<file path="src/rtl/bridge_req_queue.sv">
// Command queue between an upstream register-style master and a downstream
// target. Commands are buffered in a small FIFO and issued one at a time,
// honouring target back-pressure, a minimum inter-command gap and a
// fixed-latency read return path.
module bridge_req_queue #(
  parameter int DEPTH      = 4,
  parameter int ADDR_WIDTH = 32,
  parameter int DATA_WIDTH = 32,
  parameter int RD_LATENCY = 2,
  parameter int GAP        = 0
) (
  input  logic                     clk,
  input  logic                     reset_n,
  input  logic [ADDR_WIDTH-1:0]    in_addr,
  input  logic [DATA_WIDTH-1:0]    in_wr_data,
  input  logic                     in_wr,
  input  logic                     in_rd,
  output logic [DATA_WIDTH-1:0]    in_rd_data,
  output logic                     rd_done,
  output logic [ADDR_WIDTH-1:0]    out_addr,
  output logic [DATA_WIDTH-1:0]    out_wr_data,
  output logic                     out_wr,
  output logic                     out_rd,
  input  logic [DATA_WIDTH-1:0]    out_rd_data,
  input  logic                     out_ready,
  output logic [$clog2(DEPTH):0]   level,
  output logic                     full,
  output logic                     overflow,
  input  logic                     overflow_clr
);

  localparam int PW = $clog2(DEPTH);
  localparam int LW = PW + 1;

  // Queue storage; only entries between the pointers are ever read.
  logic [ADDR_WIDTH-1:0] mem_addr [DEPTH];
  logic [DATA_WIDTH-1:0] mem_data [DEPTH];
  logic                  mem_wr   [DEPTH];

  logic [PW-1:0]         wr_ptr_q, wr_ptr_d;
  logic [PW-1:0]         rd_ptr_q, rd_ptr_d;
  logic [LW-1:0]         level_q, level_d;
  logic [3:0]            gap_q, gap_d;
  logic [3:0]            rd_cnt_q, rd_cnt_d;
  logic                  rd_pend_q, rd_pend_d;
  logic                  overflow_q, overflow_d;
  logic                  rd_done_q, rd_done_d;
  logic                  out_wr_q, out_wr_d;
  logic                  out_rd_q, out_rd_d;
  logic [ADDR_WIDTH-1:0] out_addr_q, out_addr_d;
  logic [DATA_WIDTH-1:0] out_wr_data_q, out_wr_data_d;
  logic [DATA_WIDTH-1:0] in_rd_data_q, in_rd_data_d;

  logic cmd_req, full_int, push, drop, rd_last, issue, head_wr;

  // Queue bookkeeping, issue decision and read-return tracking.
  always_comb begin
    cmd_req  = in_wr | in_rd;
    full_int = (level_q == LW'(DEPTH));
    push     = cmd_req & ~full_int;
    drop     = cmd_req & full_int;
    // The read completes this cycle, so the next command may already issue.
    rd_last  = rd_pend_q & (rd_cnt_q == 4'd0);
    issue    = (level_q != '0) & out_ready & (gap_q == 4'd0) & (~rd_pend_q | rd_last);
    head_wr  = mem_wr[rd_ptr_q];

    wr_ptr_d      = wr_ptr_q;
    rd_ptr_d      = rd_ptr_q;
    level_d       = level_q;
    gap_d         = gap_q;
    rd_cnt_d      = rd_cnt_q;
    rd_pend_d     = rd_pend_q;
    out_wr_d      = 1'b0;
    out_rd_d      = 1'b0;
    out_addr_d    = out_addr_q;
    out_wr_data_d = out_wr_data_q;
    in_rd_data_d  = in_rd_data_q;
    rd_done_d     = rd_last;

    if (push) wr_ptr_d = wr_ptr_q + PW'(1);

    if (issue) begin
      rd_ptr_d      = rd_ptr_q + PW'(1);
      out_addr_d    = mem_addr[rd_ptr_q];
      out_wr_data_d = mem_data[rd_ptr_q];
      out_wr_d      = head_wr;
      out_rd_d      = ~head_wr;
      gap_d         = 4'(GAP);
    end else if (gap_q != 4'd0) begin
      gap_d = gap_q - 4'd1;
    end

    case ({push, issue})
      2'b10:   level_d = level_q + LW'(1);
      2'b01:   level_d = level_q - LW'(1);
      default: level_d = level_q;
    endcase

    if (rd_last) in_rd_data_d = out_rd_data;

    if (issue && !head_wr) begin
      rd_pend_d = 1'b1;
      rd_cnt_d  = 4'(RD_LATENCY);
    end else if (rd_last) begin
      rd_pend_d = 1'b0;
    end else if (rd_pend_q) begin
      rd_cnt_d = rd_cnt_q - 4'd1;
    end

    // A drop in the same cycle as a clear keeps the flag set.
    if (drop)              overflow_d = 1'b1;
    else if (overflow_clr) overflow_d = 1'b0;
    else                   overflow_d = overflow_q;
  end

  // Entry write on accepted push.
  always_ff @(posedge clk) begin
    if (push) begin
      mem_addr[wr_ptr_q] <= in_addr;
      mem_data[wr_ptr_q] <= in_wr_data;
      mem_wr[wr_ptr_q]   <= in_wr;
    end
  end

  // Control and output registers.
  always_ff @(posedge clk or negedge reset_n) begin
    if (!reset_n) begin
      wr_ptr_q      <= '0;
      rd_ptr_q      <= '0;
      level_q       <= '0;
      gap_q         <= '0;
      rd_cnt_q      <= '0;
      rd_pend_q     <= 1'b0;
      overflow_q    <= 1'b0;
      rd_done_q     <= 1'b0;
      out_wr_q      <= 1'b0;
      out_rd_q      <= 1'b0;
      out_addr_q    <= '0;
      out_wr_data_q <= '0;
      in_rd_data_q  <= '0;
    end else begin
      wr_ptr_q      <= wr_ptr_d;
      rd_ptr_q      <= rd_ptr_d;
      level_q       <= level_d;
      gap_q         <= gap_d;
      rd_cnt_q      <= rd_cnt_d;
      rd_pend_q     <= rd_pend_d;
      overflow_q    <= overflow_d;
      rd_done_q     <= rd_done_d;
      out_wr_q      <= out_wr_d;
      out_rd_q      <= out_rd_d;
      out_addr_q    <= out_addr_d;
      out_wr_data_q <= out_wr_data_d;
      in_rd_data_q  <= in_rd_data_d;
    end
  end

  assign level       = level_q;
  assign full        = full_int;
  assign overflow    = overflow_q;
  assign rd_done     = rd_done_q;
  assign out_wr      = out_wr_q;
  assign out_rd      = out_rd_q;
  assign out_addr    = out_addr_q;
  assign out_wr_data = out_wr_data_q;
  assign in_rd_data  = in_rd_data_q;

endmodule

</file>
<file path="config.mk">
export PLATFORM = sky130hd
export DESIGN_NAME = bridge_req_queue
export DESIGN_NICKNAME = d
export VERILOG_FILES = /design/src/rtl/bridge_req_queue.sv
export SDC_FILE = /design/constraint.sdc
export NUM_CORES = 1
export LEC_CHECK = 0
export ABC_AREA = 1
export BUFFER_PORTS_ARGS = -buffer_cell sky130_fd_sc_hd__buf_4
export CAP_MARGIN = 30
export CELL_PAD_IN_SITES_DETAIL_PLACEMENT = 1
export CELL_PAD_IN_SITES_GLOBAL_PLACEMENT = 1
export CORE_ASPECT_RATIO = 1.5
export CORE_MARGIN = 4
export CORE_UTILIZATION = 49
export DETAILED_ROUTE_END_ITERATION = 8
export HOLD_SLACK_MARGIN = 0.15
export PLACE_DENSITY = 0.89
export SETUP_SLACK_MARGIN = 0.4
export SLEW_MARGIN = 5
export SYNTH_ARGS = -nofsm -noshare
export SYNTH_HDL_FRONTEND = slang
export SYNTH_SLANG_ARGS = --single-unit
export TNS_END_PERCENT = 100
</file>
<file path="constraint.sdc">
create_clock -name clk -period 8.4 [get_ports clk]
set_input_delay 0.84 -clock clk [delete_from_list [all_inputs] [get_ports clk]]
set_output_delay 0.84 -clock clk [all_outputs]
set_load 0.005 [all_outputs]
</file>
==> flow_results.org, run 1 <==
** Outcome
- The run finished with clean final reports.

** Layout
- Area Overhead vs Synth :: 21.7%
- At the end of the flow, the number of nets in the layout was roughly 1500.
- Share of post-route cells with drive strength above 1 :: 20.8%
- Final standard cell count with taps included and fillers excluded :: 1759

** Pwr
- Power dissipated by switching net loads :: 2.32 mW
- Clock power frac :: 22.6%
- Switching part of the total :: 34.8%
- Internal power summed over all cells :: 4.34 mW
- The analysis attributes to cell leakage a power of 7.12 nW.
- Peak supply drop :: 0.000220 V
- For this design the ratio of total power to cell area is 386 nW/µm².
- Per report_power, the combinational group accounts for 32.7% of the total.
- Sequential share of power :: 44.6%

** Timing
- Setup violations remaining at the end of the flow were counted as 0.
- The hold violation total from the final report is 0.
- Relative slew slack :: 40.2%
- Across the routed clock network, the largest skew measured is 0.0179 ns.
- Ratio of final minimum period to clock period :: 34.1%
- Least-Margin Pin Slew :: between 0.8 and 0.9 ns
- Setup TNS :: 0 ns
- Based on the critical path, the design can be clocked at up to ~350 MHz.
- The final-report max-slew violation count is 0.
- Setup repair after global routing missed its margin :: no
- Subtracting the final worst setup slack from the clock period gives 2.87 ns.

** Clock tree
- Total setup buffers inserted after CTS :: 0
- After clock tree synthesis, the clock-pin slew on the worst setup and hold paths is 0.07 ns.
- The tree is rooted in a sky130_fd_sc_hd__clkbuf_16.
- The number of hold buffers added after CTS was 0.
- Once the clock tree was built, the resizer swapped 0 gates to a different size.
- Count of H-tree levels built during CTS :: 2
- TritonCTS built the clock tree.
- For this design, the sink count on the clock tree is 376.
- Largest buffer count on any clock path :: 3
- Clock latency on the worst-skew pair, taken at its later pin, is 0.52 ns.
- Buffers inserted during clock tree synthesis total 35.

** Worst setup path
- The worst register-to-register path has a setup slack of 5.53 ns.
- Crit path cell chain :: inv_1 > ha_1 > nand3_2 > nor2_4 > nand2_4 > inv_2 > ha_1 > inv_1 > fa_1 > a21oi_1 > o21ai_0 > xnor2_1
- The slowest stage of the critical path belongs to the cell sky130_fd_sc_hd__nand2_4.
- Crit Reg-Reg Endpoint :: level[2]
- By startpoint and endpoint, the worst setup path is classified as reg -> reg.
- The number of buffers and inverters on the critical path is 3.
- In this run the critical register-to-register path is launched from gap_q[0].
- Crit. End Element :: flop
- CP delay by family, top :: adder cells
- Data on the critical path arrives at its endpoint at 3.26 ns.
- Worst setup SP type :: flop
- For this run, the slowest stage of the critical path takes 0.48 ns.
- Endpoint required time on the critical path :: 8.80 ns
- Measured in cells, the most critical reg-to-reg path has a length of 12.
- Of all nets on the critical path, the largest fanout is 70.

** Synth
- After synthesis, the mean cell area works out to 12.4 µm².
- Summing every instance area after synthesis gives ~14000 µm².
- When the netlist entered floorplanning its net count stood at 1254.
- Register bit total from synthesis :: 376
- The Yosys step of the flow raised 0 warnings.
- Share of synthesized area occupied by flip-flops and latches :: 75.5%
- Counting distinct cell types in the post-synthesis netlist gives 27.
- After technology mapping, the gate count stands at 1144.

** Die
- For this design the top-level I/O count stands at about 200.
- The initial utilization of the core area, before any placement, comes to between 40% and 50%.
- DIE AREA :: approximately 32000 µm²
- Die Height :: 216 µm
- In this run the core area contains 76 standard-cell rows.
- From left edge to right edge, the die measures 147 µm.
- Core Area :: about 29000 µm²

** Routing
- Number of optimization iterations in the first detailed-route pass :: 4
- After detailed routing, the number of remaining DRC violations is 0.
- For this block, the initial DRC count from the detailed router was 592.
- Across all layers, the routed design uses 9455 vias.
- Once detail routing completed, the nets flagged for antenna violations numbered 0.
- Detail-routed via count per cell :: 5.38
- Final WL :: 36.2 mm
- Routed len/inst :: 20.6 µm

** Global routing
- Pin count of the biggest net entering global routing :: 86
- The initial antenna violation count came to 3.
- Number of global-route vias before repair :: roughly 10000
- GRT Residual Overflow :: 0
- Global-route wire length before repair :: 56.5 mm
- Gr usage total :: 22.7%

** Place
- Routability-driven placement finished with a final weighted congestion of roughly 0.74.
- Including well taps, the total number of placed cells is 1690.
- Summed over all nets, the half-perimeter wirelength after detailed placement is approximately 22 mm.
- The count of buffers added on input and output ports is 205.

** Worst hold path
- The worst hold path belongs to the class in -> async.

** Run
- Count of maximum capacitance violations :: 0
## power by group through the flow
stage                     Sequential, mW  Combinational [mW]  Clock [mW]
after floorplan                     2.95                1.23           0
after global placement              2.96                2.01           0
after detailed placement            3.00                2.17           0
after CTS                           2.98                2.20        1.54
after global routing                3.03                2.44        1.63
final                               2.97                2.18        1.51
## synth_stat cells (all sizes together)
library cell | count | area share [%]
xor2 | 4 | 0.25
dfrtp | 116 | 20
o22ai | 64 | 2.8
inv | 25 | 0.66
nor2 | 141 | 3.8
ha | 7 | 0.62
o21ai | 134 | 4.7
a31o | 1 | 0.062
clkbuf | 33 | 0.89
nand2 | 306 | 8.2
or2 | 1 | 0.044
buf | 29 | 1.3
nand3 | 11 | 0.46
a21oi | 5 | 0.18
nor3 | 2 | 0.071
edfxtp | 260 | 55
o211ai | 1 | 0.053
xnor2 | 3 | 0.19
fa | 1 | 0.14
## logic make-up after synthesis
| logic type | after synthesis | synth area share, % |
|---|---|---|
| DFF | 376 | 75.5 |
| xor gates and xnor gates | 7 | 0.432 |
| adders and majority gates | 8 | 0.759 |
| and+or+nand+nor | 461 | 12.6 |
| AOI/OAI and AO/OA | 205 | 7.84 |
| buffers and inverters | 87 | 2.87 |
## registers in the layout, summed over array words and instances, names as in the netlist
| name | count |
|---|---|
| mem_wr | 4 |
| level | 3 |
| overflow | 1 |
| out_wr | 1 |
| wr_ptr_q | 2 |
| rd_pend_q | 1 |
| rd_done | 1 |
| out_rd | 1 |
| rd_ptr_q | 2 |
| mem_data | 128 |
| in_rd_data | 32 |
| out_wr_data | 32 |
| mem_addr | 128 |
| out_addr | 32 |
| rd_cnt_q | 4 |
| gap_q | 4 |
## per-layer routing
layer  GRT usage (%)  up-vias  wire (µm)
met2            42.8      256      20100
met3            3.85       63       1770
met5               0        -          9
li1                -     4342          -
met1            25.5     4792      13300
met4            8.61        2       1130
## worst max path at each step
stage / start / endpoint / slack, ns / cells after the start
after floorplan: in_rd / mem_addr[0][0] / 4.07 / 3
after global placement: in_wr / mem_wr[2] / 5.05 / 5
after detailed placement: in_wr / mem_wr[3] / 5.01 / 5
after CTS: level[0] / mem_addr[3][27] / 5.47 / 5
after global routing: gap_q[0] / level[2] / 5.27 / 12
final: gap_q[0] / level[2] / 5.53 / 12
## cell type report
cell class | count | area [µm²]
Timing Repair Buffer | 222 | 1780
Tap cell | 390 | 488
Clock buffer | 54 | 1010
Antenna cell | 2 | 5.00
Sequential cell | 376 | 10700
Fill cell | 2888 | 11400
Multi-Input combinational cell | 681 | 3100
Inverter | 25 | 96.3
Clock inverter | 9 | 67.6
## through the flow
step | area [µm²] | total power, mW | util [%] | hold slack, ns | setup slack [ns]
3_5_place_dp | 16100 | 5.17 | 56.1 | 0.460 | 5.01
2_1_floorplan | 14200 | 4.18 | - | 0.465 | 4.07
5_1_grt | 17300 | 7.10 | 60.3 | 0.297 | 5.27
6_report | 17300 | 6.66 | 60.3 | 0.276 | 5.53
3_3_place_gp | 16000 | 4.97 | 56.0 | 0.455 | 5.05
4_1_cts | 17100 | 6.72 | 59.9 | 0.284 | 5.47
## cell usage in the layout (no fill, tap or decap), types with 3 or more instances in the layout
master / instances
sky130_fd_sc_hd__edfxtp_1: 260
sky130_fd_sc_hd__nand2_1: 304
sky130_fd_sc_hd__clkbuf_16: 37
sky130_fd_sc_hd__nor2_1: 134
sky130_fd_sc_hd__clkbuf_1: 15
sky130_fd_sc_hd__nand3_1: 9
sky130_fd_sc_hd__nor2_4: 6
sky130_fd_sc_hd__xor2_1: 4
sky130_fd_sc_hd__a21oi_1: 5
sky130_fd_sc_hd__ha_1: 7
sky130_fd_sc_hd__inv_1: 22
sky130_fd_sc_hd__buf_16: 4
sky130_fd_sc_hd__xnor2_1: 3
sky130_fd_sc_hd__o21ai_0: 134
sky130_fd_sc_hd__clkinv_2: 4
sky130_fd_sc_hd__clkinv_1: 3
sky130_fd_sc_hd__buf_4: 215
sky130_fd_sc_hd__dfrtp_1: 114
sky130_fd_sc_hd__o22ai_1: 64
Note: power is estimated with default switching activity, not from simulation.
==> run 2, diff against run 1 <==
Settings changed: CORE_UTILIZATION 49 to 46, PLACE_DENSITY 0.89 to 0.85.
Clock period 8.4 ns to 2.94 ns, I/O delays scaled along.
==> flow_results.org, run 2 (synthesis gave the netlist of run 1 again) <==
** Routing
- The detailed-routing iteration count for the pre-antenna-repair pass came to 4 (unchanged).
- Post-route DRC violation count :: 0 (unchanged)
- The via count normalized by instance count is 5.43 (+1.0%).
- Number of routed nets with antenna violations :: 0 (unchanged)
- The total wire length came to 40.6 mm (+12%).
- Total number of vias :: 10200 (+7.6%)
- The detailed router's first-iteration violation count is 531 (-10%).
- Routed len/inst :: 21.7 µm (+5.4%)

** Global routing
- The number of global-route vias before repair came to 11500 (+11%).
- The met1 global-route usage was 26.2% (+0.67 points).
- The global routing usage on met2 is 45.0% (+2.2 points).
- The maximum number of pins on one net before global-route repair was 132 (+53%).
- The initial antenna violation count came to 1 (-2).
- The global router's overall resource usage is 24.1% (+1.4 points).
- In this run the most used layer during global routing was met2.
- The wire length of the first global-routing pass is 62.7 mm (+11%).
- Met3 track utilization from global routing :: 4.15% (+0.30 points)
- The global-route congestion overflow total came to 0 (unchanged).

** Timing
- Setup repair after global routing left no endpoint under its margin.
- Relative slew slack :: 39.8% (-0.44 points)
- Setup violations, final :: 0 (unchanged)
- Final hold vios :: 0 (unchanged)
- The final setup TNS came to 0 ns (unchanged).
- Least-Margin Pin Slew :: 0.903 ns (+0.00665 ns)
- Minimum period implied by the final worst setup slack :: 2.27 ns (-0.593 ns)
- The worst clock skew was 0.0123 ns (-0.00558 ns).
- The maximum frequency from static timing analysis came to 440 MHz (+26%).
- The final worst-path cycle share was 77.4% (+43 points).
- The final-report max-slew violation count is 0 (unchanged).

** Die
- DIE AREA :: 33800 µm² (+6.2%)
- Starting density of the core :: 46.7% (-2.8 points)
- Die Height :: 223 µm (+3.1%)
- Site Rows :: 78 (+2.6%)
- The number of primary I/O pins came to 206 (unchanged).
- Core Area :: 30400 µm² (+6.0%)
- The die width is 151 µm (+3.0%).

** Worst setup path
- The register-to-register setup slack is 0.67 ns (-4.87 ns).
- Worst r2r path cells :: 9 (-3)
- The worst path required time was 3.39 ns (-5.41 ns).
- STA classifies the critical path startpoint as a flop.
- Worst flop-to-flop path startpoint :: gap_q[0]
- Crit. End Element :: flop
- CP Max Fanout :: 65 (-7.1%)
- Arrival time at the worst endpoint :: 2.72 ns (-0.54 ns)
- Critical path class :: reg -> reg
- Crit Reg-Reg Endpoint :: out_wr_data[31]

** Clock tree
- Clock root buffer :: sky130_fd_sc_hd__clkbuf_16
- The number of gates resized after CTS was 0 (unchanged).
- TritonCTS clock tree :: built
- The total number of H-tree levels is 2 (unchanged).
- Number of clock sinks :: 376 (unchanged)
- The clock edge transition at the registers on the reported setup and hold paths was 0.07 ns (about the same).
- The number of buffers added by the clock tree synthesis step was 37 (+5.7%).
- The number of buffers between clock root and the deepest sink came to 3 (unchanged).
- The clock latency reported for the late side of the worst-skew pair was 0.52 ns (about the same).

** Layout
- Most frequent standard cell in the layout excluding fill and tap cells :: sky130_fd_sc_hd__nand2_1
- Share of post-route cells with drive strength above 1 :: 20.0% (-0.81 points)
- The summed area of non-filler cells in the final layout is 18400 µm² (+6.6%).
- The largest registers in the layout are mem_addr (128), mem_data (128).
- The area occupied by registers was 10700 µm² (unchanged).
- The number of fill cells is 3024 (+4.7%).
- Multi-input gate area :: 3100 µm² (unchanged)
- The net count reported at finish was 1556 (+7.2%).
- Area Overhead vs Synth :: 29.7%
- The final cell utilization of the core came to 60.6% (+0.31 points).
- Commonest non-fill, non-tap cells in the layout :: sky130_fd_sc_hd__nand2_1, sky130_fd_sc_hd__edfxtp_1, sky130_fd_sc_hd__buf_4

** Pwr
- The total power of the final layout came to 19.9 mW (+200%).
- Areal power density over the cells :: 1080 nW/µm² (+180%)
- Peak supply drop :: 0.000652 V (+200%)
- The leakage power is 7.61 nW (+6.9%).

** Worst hold path
- Endpoint with the worst hold slack :: out_rd
- Startpoint of the lowest-slack hold path :: out_ready
- Number of cells on the worst hold path :: 5
- In this run the worst hold path is classified as in -> reg.

** Outcome
- Run status :: completed

** Place
- Sum of net half-perimeters after detailed placement :: 22.5 mm (+1.8%)
- The placed cell area is 16100 µm² (+0.47%).
- Placer congestion estimate :: 0.734 (-0.94%)
- The count of port buffers added during placement came to 205 (unchanged).

** Run
- The number of max-cap violations came to 0 (unchanged).
[run 2: cell count changes in the layout (fill, tap and decap cells not counted)]
cell                            before  now
sky130_fd_sc_hd__clkinv_1            3    4
sky130_fd_sc_hd__buf_4             215  219
sky130_fd_sc_hd__diode_2             2    1
sky130_fd_sc_hd__clkinv_2            4    3
sky130_fd_sc_hd__clkbuf_8            2    8
sky130_fd_sc_hd__bufinv_16           1    3
sky130_fd_sc_hd__buf_12              2    4
sky130_fd_sc_hd__dlygate4sd3_1       0  100
sky130_fd_sc_hd__clkbuf_1           15    9
sky130_fd_sc_hd__clkbuf_16          37   38
sky130_fd_sc_hd__inv_4               2    1
sky130_fd_sc_hd__buf_16              4    1
[run 2: area by class of cell]
cell class	count	area share (%)
inverter	25	0.524
sequential	376	58.3
antenna	1	0.0136
clock buffer	55	5.95
timing repair buffer	325	15.0
tap	400	2.72
multi-input combinational	681	16.8
clock inverter	10	0.653
[run 2: how the worst max path moves through the flow]
stage | endpoint | depth (start not counted) | startpoint | slack [ns]
2_1_floorplan | mem_addr[0][0] | 4 | level[0] | 0.02
3_3_place_gp | level[2] | 12 | gap_q[0] | 0.79
3_5_place_dp | level[2] | 12 | gap_q[0] | 0.69
4_1_cts | out_wr_data[31] | 9 | gap_q[0] | 0.65
5_1_grt | level[2] | 12 | gap_q[0] | 0.49
6_report | out_wr_data[31] | 9 | gap_q[0] | 0.67
[run 2: through the flow]
step	worst slack, ns	hold WS, ns	instances
5_1_grt	0.486	0.285	1873
6_report	0.666	0.274	1873
3_3_place_gp	0.794	0.312	1706
3_5_place_dp	0.692	0.324	1706
4_1_cts	0.646	0.249	1871
2_1_floorplan	0.0156	-0.00159	1144
[run 2: repair_timing]
item | CTS | global route
buffers inserted | 0 | 0
hold buffers | 100 | 0
hold endpoints to repair | 345 | 0
[run 2: layer usage]
| metal | part of all wire [%] | vias up | routed length [µm] |
|---|---|---|---|
| met1 | 36 | 5197 | 14400 |
| li1 | - | 4543 | - |
| met3 | 5.1 | 113 | 2080 |
| met2 | 55 | 318 | 22400 |
| met4 | 4.2 | 0 | 1710 |
| met5 | 0 | - | 0 |
[run 2: worst max-delay path, stage by stage, from the launching register on]
cell	delay [ns]
sky130_fd_sc_hd__dfrtp_1	0.36
sky130_fd_sc_hd__inv_1	0.10
sky130_fd_sc_hd__ha_1	0.28
sky130_fd_sc_hd__nand3_2	0.12
sky130_fd_sc_hd__nor2_4	0.16
sky130_fd_sc_hd__nand2_4	0.06
sky130_fd_sc_hd__inv_2	0.06
sky130_fd_sc_hd__buf_4	0.67
sky130_fd_sc_hd__nand2_1	0.21
sky130_fd_sc_hd__nand2_1	0.12
[run 2: report_power, final]
part	internal, mW	total [mW]	switching (mW)
logic	2.40	6.73	4.33
registers	7.65	8.40	0.756
clock network	2.83	4.75	1.92
==> run 3, diff against run 2 <==
Settings changed: ABC_AREA 1 to 0, CORE_UTILIZATION 46 to 49, PLACE_DENSITY 0.85 to 0.84.
Clock period 2.94 ns to 2.23 ns, I/O delays scaled along.
==> flow_results.org, run 3 <==
** Timing
- Setup violations, final :: 69 (+69)
- The worst hold margin was 0.283 ns (+0.00907 ns).
- The transition at the pin with the smallest max-transition slack came to 0.675 ns (-0.228 ns).
- The maximum frequency from static timing analysis was 405 MHz (-7.8%).
- The worst clock skew is 0.0269 ns (+0.0146 ns).
- The final-report max-slew violation count is 0 (unchanged).
- The hold violation total from the final report came to 0 (unchanged).
- Ratio of final minimum period to clock period :: 111% (+33 points)
- Relative slew slack :: 55.0% (+15 points)
- Setup repair after global routing missed its margin :: yes
- The post-route minimum period was 2.47 ns (+0.193 ns).
- The smallest setup slack after layout is -0.237 ns (-0.903 ns).

** Worst setup path
- Worst setup SP type :: flop
- Most used cell, CP :: sky130_fd_sc_hd__buf_12
- Slowest cell on crit path :: sky130_fd_sc_hd__dfrtp_1
- The arrival time at the worst endpoint came to 2.88 ns (+0.16 ns).
- Crit path cell chain :: inv_2 > ha_4 > or3b_4 > a211oi_4 > buf_4 > buf_6 > buf_12 > buf_12 > buf_16 > mux2_4
- The largest stage delay on the critical path was 0.41 ns (-0.26 ns).
- The worst path required time came to 2.64 ns (-0.75 ns).
- Crit. End Element :: flop
- Critical path class :: reg -> reg
- CP Max Fanout :: 6 (-91%)

** Worst hold path
- The min-delay analysis places its worst path in the category in -> reg.

** Synth
- The synthesized netlist net count was 753 (-40%).
- Mean Syn Cell Area :: 21.6 µm² (+74%)
- The synthesized cell area came to 13900 µm² (-1.9%).
- By area the synthesized netlist is led by sky130_fd_sc_hd__edfxtp_1, sky130_fd_sc_hd__dfrtp_1, sky130_fd_sc_hd__mux4_2.
- The fraction of synthesized cell area taken by the top area cell type is 56.1% (+1.1 points).
- Post-synth top flop :: sky130_fd_sc_hd__edfxtp_1
- The async set-or-reset flop fraction in the synthesized netlist was 30.9% (unchanged).
- Number of unique standard cell types used by synthesis :: 34 (+26%)
- Most numerous cell in the Yosys netlist :: sky130_fd_sc_hd__edfxtp_1
- The synthesized instance count was 643 (-44%).
- The synthesized design spends more area on one cell type than any other, namely sky130_fd_sc_hd__edfxtp_1.
- The flip-flop and latch count after synthesis is 376 (unchanged).
- EDFF count, synth :: 260 (unchanged)
- Yosys warning count :: 0 (unchanged)
- The register area share after synthesis is 77.0% (+1.5 points).
- The commonest cells after synthesis are sky130_fd_sc_hd__edfxtp_1, sky130_fd_sc_hd__dfrtp_1, sky130_fd_sc_hd__mux2_2.

** Die
- DIE AREA :: 31200 µm² (-7.6%)
- The number of primary I/O pins is 206 (unchanged).
- The placeable core region came to 28000 µm² (-7.9%).
- Die Height :: 214 µm (-3.9%)
- The number of placement rows was 75 (-3.8%).
- X dimension of the die :: 146 µm (-3.8%)
- The initial core utilization is 49.7% (+3.0 points).

** Clock tree
- The tree is rooted in a sky130_fd_sc_hd__clkbuf_16.
- The clock edge transition at the registers on the reported setup and hold paths is 0.07 ns (about the same).
- Count of H-tree levels built during CTS :: 2 (unchanged)
- TritonCTS built the clock tree.
- The clock latency reported for the late side of the worst-skew pair is 0.54 ns (+0.02 ns).
- Largest buffer count on any clock path :: 3 (unchanged)
- The number of buffers added by the clock tree synthesis step is 35 (-5.4%).
- The total number of clock tree sinks came to 376 (unchanged).

** Place
- Sum of net half-perimeters after detailed placement :: 19.8 mm (-12%)
- Placer congestion estimate :: 0.763 (+3.9%)
- The count of port buffers added during placement is 205 (unchanged).
- The total instance count after detailed placement was 1202 (-30%).

** Layout
- Final standard cell count with taps included and fillers excluded :: 1400 (-25%)
- Share of post-route cells with drive strength above 1 :: 49.1% (+29 points)
- In the layout the commonest cells are sky130_fd_sc_hd__edfxtp_1, sky130_fd_sc_hd__buf_4, sky130_fd_sc_hd__dfrtp_1.
- Area Overhead vs Synth :: 40.3%
- Most frequent standard cell in the layout excluding fill and tap cells :: sky130_fd_sc_hd__edfxtp_1
- The largest registers in the layout are mem_addr (128), mem_data (128).
- The net count reported at finish came to 1137 (-27%).

** Outcome
- Violations in the final reports :: setup timing
- Run status :: complete, but fails checks

** Pwr
- The leakage power was 7.61 nW (about the same).
- The power density relative to cell area came to 1480 nW/µm² (+36%).
- The worst-case vdd ir drop was 0.000872 V (+34%).

** Routing
- The antenna violation net count after detailed routing was 0 (unchanged).
- Detail-routed via count per cell :: 5.68 (+4.6%)
- The total via count after detailed routing was 7954 (-22%).
- The final routed DRC violation total is 0 (unchanged).
- The detailed router's first-iteration violation count was 648 (+22%).
- The routed length per instance came to 30.0 µm (+38%).
- Number of optimization iterations in the first detailed-route pass :: 5 (+1)
- Final WL :: 42.0 mm (+3.3%)

** Global routing
- The global router's overall resource usage is 26.0% (+1.9 points).
- The initial antenna violation count was 1 (unchanged).
- The wire length of the first global-routing pass is 60.7 mm (-3.2%).
- The global-route congestion overflow total was 0 (unchanged).
- The number of global-route vias before repair came to 9129 (-20%).
- Pin count of the biggest net entering global routing :: 42 (-68%)

** Run
- The number of max-cap violations was 0 (unchanged).
run 3: through the flow:
| step | power, mW | utilization, % | worst slack [ns] | instance area (µm²) | TNS (ns) |
|---|---|---|---|---|---|
| after floorplan | 15.6 | - | -0.383 | 14000 | -0.645 |
| after global placement | 19.2 | 58.2 | -0.0747 | 16300 | -1.63 |
| after global routing | 30.0 | 69.8 | -0.314 | 19500 | -16.88 |
| final | 28.8 | 69.8 | -0.237 | 19500 | -11.45 |
| after detailed placement | 19.7 | 58.2 | -0.178 | 16300 | -6.91 |
| after CTS | 27.7 | 68.7 | -0.134 | 19200 | -5.77 |
run 3: logic make-up (layout without fill, tap and decap cells):
logic type      count (synthesis)  count (layout)  share of synthesized area [%]
fa+ha+maj                       8               8                          0.774
simple gates                   29              29                           1.19
flops                         376             376                           77.0
buf+inv                        43             453                           1.37
xor+xnor                        6               6                          0.378
other cells                     0               1                              0
mux                           162             162                           18.4
compound gates                 19              19                          0.909
run 3: cell type report:
class / instances / area (µm²)
sequential: 376 / 10700
clock buffer: 45 / 966
timing repair buffer: 374 / 3770
clock inverter: 18 / 169
antenna: 1 / 2.50
fill: 2212 / 8440
tap: 346 / 433
inverter: 16 / 60.1
multi-input combinational: 224 / 3400
run 3: final timing paths:
check	from	endpoint	slack, ns	cells after the start
setup / recovery	rd_cnt_q[0]	out_wr_data[17]	-0.24	10
hold / removal	out_ready	rd_pend_q	0.28	4
setup reg to reg	rd_cnt_q[0]	out_wr_data[17]	-0.24	10
hold reg to reg	in_rd_data[1]	in_rd_data[1]	0.51	1
max in group asynchronous	reset_n	out_addr[31]	1.20	3
min in group asynchronous	reset_n	in_rd_data[6]	0.29	2
run 3: repair_timing:
item                                   CTS  global route
endpoints found under the hold margin  331             0
cloned                                  13             5
hold buffers                           100             0
buffers inserted                        10             6
pin swaps                                9             4
resized for setup                       78            34
setup endpoints to repair              321           353
run 3: critical path, delay by kind of cell (launching register included):
| kind | cells | cell delay [ns] |
|---|---|---|
| compound gates | 1 | 0.28 |
| fa+ha+maj | 1 | 0.13 |
| buf+inv | 6 | 0.80 |
| flops | 1 | 0.41 |
| mux | 1 | 0.31 |
| simple gates | 1 | 0.40 |
run 3: metal layers:
| metal | GRT usage, % | up-vias | wire length, µm |
|---|---|---|---|
| met5 | 0 | - | 0 |
| li1 | - | 3324 | - |
| met1 | 30.2 | 4234 | 15000 |
| met2 | 49.9 | 327 | 23800 |
| met4 | 6.81 | 0 | 1150 |
| met3 | 3.97 | 69 | 1980 |
run 3: where the power goes:
part | total (mW) | internal [mW] | leakage, nW | switching, mW
clock | 6.07 | 3.43 | 0.556 | 2.64
combinational | 11.2 | 6.42 | 3.27 | 4.78
sequential | 11.5 | 10.1 | 3.78 | 1.39
total | 28.8 | 20.0 | 7.61 | 8.81
